**src/rtl/cp0_pkg.sv**
```systemverilog
// Shared CP0 definitions: register numbers, exception codes, field positions, FSM states.
package cp0_pkg;

    localparam logic [4:0] CP0_STATUS = 5'd12;
    localparam logic [4:0] CP0_CAUSE  = 5'd13;
    localparam logic [4:0] CP0_EPC    = 5'd14;

    localparam logic [4:0] EXC_INT = 5'd0;
    localparam logic [4:0] EXC_SYS = 5'd8;

    localparam int unsigned STATUS_IE = 0;
    localparam int unsigned IM_LSB    = 8;
    localparam int unsigned EXC_LSB   = 2;
    localparam int unsigned EXC_W     = 5;

    typedef enum logic {
        ST_RUN     = 1'b0,
        ST_HANDLER = 1'b1
    } cp0_state_e;

endpackage

```
**src/rtl/irq_sync_edge.sv**
```systemverilog
// Per-bit two-flop synchroniser followed by a rising-edge detector.
module irq_sync_edge #(
    parameter int unsigned WIDTH = 1
) (
    input  logic             clk,
    input  logic             rst,
    input  logic [WIDTH-1:0] async_in,
    output logic [WIDTH-1:0] rise_c
);

    logic [WIDTH-1:0] meta;
    logic [WIDTH-1:0] sync;
    logic [WIDTH-1:0] sync_q;

    always_ff @(posedge clk) begin
        if (rst) begin
            meta   <= '0;
            sync   <= '0;
            sync_q <= '0;
        end else begin
            meta   <= async_in;
            sync   <= meta;
            sync_q <= sync;
        end
    end

    assign rise_c = sync & ~sync_q;

endmodule

```
**src/rtl/cp0_trap_unit.sv**
```systemverilog
// Coprocessor-0 responder: Status/Cause/EPC, interrupt latching and trap/eret PC redirect.
module cp0_trap_unit
    import cp0_pkg::*;
#(
    parameter int unsigned IRQ_COUNT    = 3,
    parameter logic [31:0] HANDLER_ADDR = 32'h0000_0100
) (
    input  logic                 clk,
    input  logic                 rst,
    input  logic                 instrValid,
    input  logic                 mtc0,
    input  logic                 mfc0,
    input  logic                 eret,
    input  logic                 syscall,
    input  logic [4:0]           cp0Addr,
    input  logic [31:0]          writeData,
    input  logic [31:0]          pcNext,
    input  logic [IRQ_COUNT-1:0] irq,
    output logic [31:0]          readData,
    output logic                 trap,
    output logic [31:0]          trapTarget,
    output logic                 inHandler
);

    cp0_state_e           state;
    logic                 ie;
    logic [IRQ_COUNT-1:0] im;
    logic [IRQ_COUNT-1:0] pending;
    logic [EXC_W-1:0]     exc_code;
    logic [31:0]          epc;

    logic [IRQ_COUNT-1:0] rise;
    logic [IRQ_COUNT-1:0] masked;
    logic [IRQ_COUNT-1:0] win;
    logic [IRQ_COUNT-1:0] pending_d;
    logic                 irq_take;
    logic [31:0]          status_word;
    logic [31:0]          cause_word;

    irq_sync_edge #(.WIDTH(IRQ_COUNT)) u_sync (
        .clk      (clk),
        .rst      (rst),
        .async_in (irq),
        .rise_c   (rise)
    );

    // Lowest-indexed enabled pending source wins (isolate lowest set bit).
    assign masked   = pending & im;
    assign win      = masked & (~masked + IRQ_COUNT'(1));
    assign irq_take = instrValid & ie & (|masked) & ~syscall & ~eret & ~mtc0;

    assign trap       = instrValid & (syscall | irq_take | eret);
    assign trapTarget = (instrValid & eret & ~syscall) ? epc : HANDLER_ADDR;
    assign inHandler  = (state == ST_HANDLER);

    always_comb begin
        status_word = '0;
        status_word[STATUS_IE] = ie;
        status_word[IM_LSB +: IRQ_COUNT] = im;
        cause_word = '0;
        cause_word[IM_LSB +: IRQ_COUNT] = pending;
        cause_word[EXC_LSB +: EXC_W] = exc_code;
        readData = '0;
        if (mfc0) begin
            case (cp0Addr)
                CP0_STATUS: readData = status_word;
                CP0_CAUSE:  readData = cause_word;
                CP0_EPC:    readData = epc;
                default:    readData = '0;
            endcase
        end
    end

    // A newly detected edge always survives a same-cycle clear.
    always_comb begin
        pending_d = pending;
        if (instrValid && mtc0 && (cp0Addr == CP0_CAUSE)) begin
            pending_d = writeData[IM_LSB +: IRQ_COUNT];
        end
        if (irq_take) begin
            pending_d = pending_d & ~win;
        end
        pending_d = pending_d | rise;
    end

    always_ff @(posedge clk) begin
        if (rst) begin
            state    <= ST_RUN;
            ie       <= 1'b0;
            im       <= '0;
            pending  <= '0;
            exc_code <= EXC_INT;
            epc      <= '0;
        end else begin
            pending <= pending_d;
            if (instrValid) begin
                if (mtc0 && (cp0Addr == CP0_STATUS)) begin
                    ie <= writeData[STATUS_IE];
                    im <= writeData[IM_LSB +: IRQ_COUNT];
                end
                if (mtc0 && (cp0Addr == CP0_EPC)) begin
                    epc <= writeData;
                end
                if (syscall) begin
                    epc      <= pcNext;
                    exc_code <= EXC_SYS;
                    ie       <= 1'b0;
                    state    <= ST_HANDLER;
                end else if (irq_take) begin
                    epc      <= pcNext;
                    exc_code <= EXC_INT;
                    ie       <= 1'b0;
                    state    <= ST_HANDLER;
                end else if (eret) begin
                    ie    <= 1'b1;
                    state <= ST_RUN;
                end
            end
        end
    end

endmodule

```
**config.mk**
```make
export PLATFORM = sky130hd
export DESIGN_NAME = cp0_trap_unit
export DESIGN_NICKNAME = d
export VERILOG_FILES = /design/src/rtl/cp0_pkg.sv /design/src/rtl/irq_sync_edge.sv /design/src/rtl/cp0_trap_unit.sv
export SDC_FILE = /design/constraint.sdc
export NUM_CORES = 1
export LEC_CHECK = 0
export BUFFER_PORTS_ARGS = -buffer_cell sky130_fd_sc_hd__buf_4
export CAP_MARGIN = 20
export CELL_PAD_IN_SITES_DETAIL_PLACEMENT = 1
export CELL_PAD_IN_SITES_GLOBAL_PLACEMENT = 1
export CORE_ASPECT_RATIO = 0.8
export CORE_UTILIZATION = 30
export CTS_BUF_LIST = sky130_fd_sc_hd__clkbuf_8
export DETAILED_ROUTE_END_ITERATION = 10
export PLACE_DENSITY_LB_ADDON = 0.1
export SLEW_MARGIN = 10
export SYNTH_ARGS = -nofsm -noshare
export SYNTH_HDL_FRONTEND = slang
export SYNTH_HIERARCHICAL = 1
export SYNTH_SLANG_ARGS = --single-unit
```
**constraint.sdc**
```tcl
create_clock -name clk -period 2.5 [get_ports clk]
set_input_delay 0.75 -clock clk [delete_from_list [all_inputs] [get_ports clk]]
set_output_delay 0.75 -clock clk [all_outputs]
set_load 0.1 [all_outputs]
```
==> results.md <==
- WHS: around 460 ps
- CP Class: input port to primary output
- H-tree Lvls: 2
- Hold WC Path Type: flop to flop
- Worst rel slew slack: 53.3%
- Clock-pin transition on the worst setup and hold timing paths: 100 ps
- Fill count: about 1100
- GPL Wtd Cong: 0.795
- Total GRT Usage: 24.3%
- Placed Instances: 658
- Top post-synthesis cells by area: dfxtp_1 (33%), a211oi_2 (12%), nor3_1 (11%)
- #FFs+latches synth: 50
- Width of the die: 115 microns
- Final worst slack: -182 ps
- Synth unique cells: 36
- Row Count: 32
- Tcrit/Tclk final: 107%
- Most common cell after layout, fill and taps aside: buf_4
- First-pass DRT Iterations: 4
- Most frequent cells in the layout: buf_4 (125), dfxtp_1 (47), buf_12 (40), inv_1 (37)
- Worst hold path stage count: 1
- Area grow syn2layout: 78.9%
- Port bufs: 144
- Iter 0 DRT Violations: 166
- Share of layout cells above drive strength 1: 54.0%
- Static Leak: 2.19 nW
- Core area: 0.00973 sq mm
- CP startpoint kind: input port
- DRC Markers: 0
- Hold Vio Cnt, Final: 0
- Non-filler cells in the finished layout: 671
- Synth top area share: 32.9%
- Dominant cell type by area after synthesis: dfxtp_1
- Layout net count: just over 600
- # setup viols final: 33
- Avg Vias per Cell: around 5.2
- TNS Setup: -5030 ps
- Syn_area_per_cell: approximately 7.7 sq um
- Post-DP HPWL: 8340 microns
- Num ports: ~150
- Initial Util: 31.3%
- Net Count, Synth: between 400 and 500
- Clk buf depth: 2
- Largest net degree at the start of global routing: 65
- Element type at the critical path end: primary output
- Worst r2r path cells: 6
- Initial antenna violation count: 0
- Worst Path Max Fanout: 14
- CP most frequent cell: buf_12
- CTS tree: built
- Drt total wl: 12400 microns
- Pins Over Slew Limit: 0
- Slew @ Worst Pin: 701 ps
- Clk_skew: 8.38 ps
- Post-Place Setup Slack: -326 ps
- Mapped Cells: 394
- Post-synthesis sequential area ratio: 32.9%
- Clock period minus worst slack: 2680 ps
- PD cells: 354 mW/mm^2
- # diodes: 0
- Avg WL per Cell: 18.5 microns
- Util after Layout: 55.9%
- Vias in the first global route: 3823
- CTS buffer count: 5
- RSZ-0062 raised after global routing: true
- Slowest cell on crit path: and4bb_2
- Die height: 92.1 microns
- CP Data Required Time: 1750 ps
- Status: finished, violations left
- Critical Path Max Stage Delay: ~330 ps
- Routed vias: 3482
- Clock sink count: 50
- ANT nets after route: 0
- Later-pin clock latency in the skew report: 310 ps
- Max Fclk: 373 MHz
- CTS root buffer: clkbuf_8
- Global-route wire length before repair: between 15000 and 20000 microns
- Grt ovf: 0
- Crit path DAT: 1930 ps
- Worst-path cell chain: buf_6 -> and4bb_2 -> and3_4 -> buf_12 -> and2_4 -> buf_12
- Yosys warns: 6
- Total die area: 0.0106 sq mm
- Worst vdd ir: 0.000164 V
- Max cap viols: 0
- Mapped cell area: 0.00304 sq mm
- Failing checks: setup timing
-- through the flow --
step | power, mW | instance area, sq um
5_1_grt | 2.01 | 5440
3_3_place_gp | 1.40 | 4820
2_1_floorplan | 1.24 | 3700
3_5_place_dp | 1.41 | 4820
6_report | 1.92 | 5440
4_1_cts | 1.94 | 5440
-- timing repair --
item	CTS	global route
hold buffers	0	0
gates cloned	1	0
hold endpoints to repair	0	0
endpoints found under the setup margin	33	33
gates resized for setup	118	1
pin swaps	14	7
buffers inserted	4	0
-- worst max-delay path: cells and delay by family --
kind	cells	cell delay, ps
and+or+nand+nor	3	750
buffers and inverters	3	410
-- Yosys cell counts (all sizes together) --
master and number:
a21boi 1, nor3 64, inv 37, o41ai 1, nand2b 1, and3 3
mux2 1, mux2i 4, and4bb 1, a221oi 1, a211oi 33, a311oi 1
a222oi 1, dfxtp 50, nand3 9, nor2 8, or3b 1, nand3b 1
buf 5, nand4 1, a21oi 33, o31a 2, a22oi 4, and4b 1
nand2 8, o21ai 37, clkbuf 33, nor4b 1, o22ai 2, nor3b 1
nor2b 13, and3b 2, and2 33
-- metal layers --
layer	share of wire [%]	wire length [microns]	GRT usage, %	vias up
met5	0	0	0	-
met4	1.1	141	6.60	0
met3	6.3	775	5.35	13
met2	50	6240	42.5	127
met1	42	5230	30.0	1672
li1	-	-	-	1670
-- layout make-up --
| class | count | area [sq um] | share of cell area, % |
|---|---|---|---|
| Sequential cell | 50 | 1000 | 18.5 |
| Clock inverter | 2 | 8.76 | 0.161 |
| Multi-Input combinational cell | 269 | 2210 | 40.7 |
| Tap cell | 136 | 170 | 3.13 |
| Clock buffer | 6 | 82.6 | 1.52 |
| Timing Repair Buffer | 171 | 1820 | 33.5 |
| Inverter | 37 | 139 | 2.55 |
-- where the power goes --
group	internal, mW	switching (mW)	total, mW
Sequential	0.841	0.0273	0.868
Clock	0.220	0.290	0.511
Combinational	0.210	0.336	0.545
-- path summary, 6_finish.rpt --
| check | startpoint | endpoint | slack [ps] |
|---|---|---|---|
| setup / recovery | cp0Addr[0] | readData[2] | -180 |
| hold / removal | u_sync/meta[1]$_SDFF_PP0_ | u_sync/sync[1]$_SDFF_PP0_ | 460 |
| setup reg to reg | im[0]$_SDFFE_PP0P_ | epc[17]$_SDFFE_PP0P_ | 400 |
| hold reg to reg | u_sync/meta[1]$_SDFF_PP0_ | u_sync/sync[1]$_SDFF_PP0_ | 460 |
-- registers in the layout, indices dropped and copies added, names as in the netlist --
register and count:
epc 32, im 3, pending 3, u_sync/meta 3, u_sync/sync 3, u_sync/sync_q 3
exc_code 1, ie 1, inHandler 1
-- kinds of logic (layout without fill, tap and decap cells) --
family,Yosys count,in the layout,synth area share [%]
AOI/OAI and AO/OA,116,116,28.0
and+or+nand+nor,148,148,26.9
DFF,50,50,32.9
buffers and inverters,75,216,10.5
muxes,5,5,1.69
No activity file was read; power rests on OpenSTA's default activity.
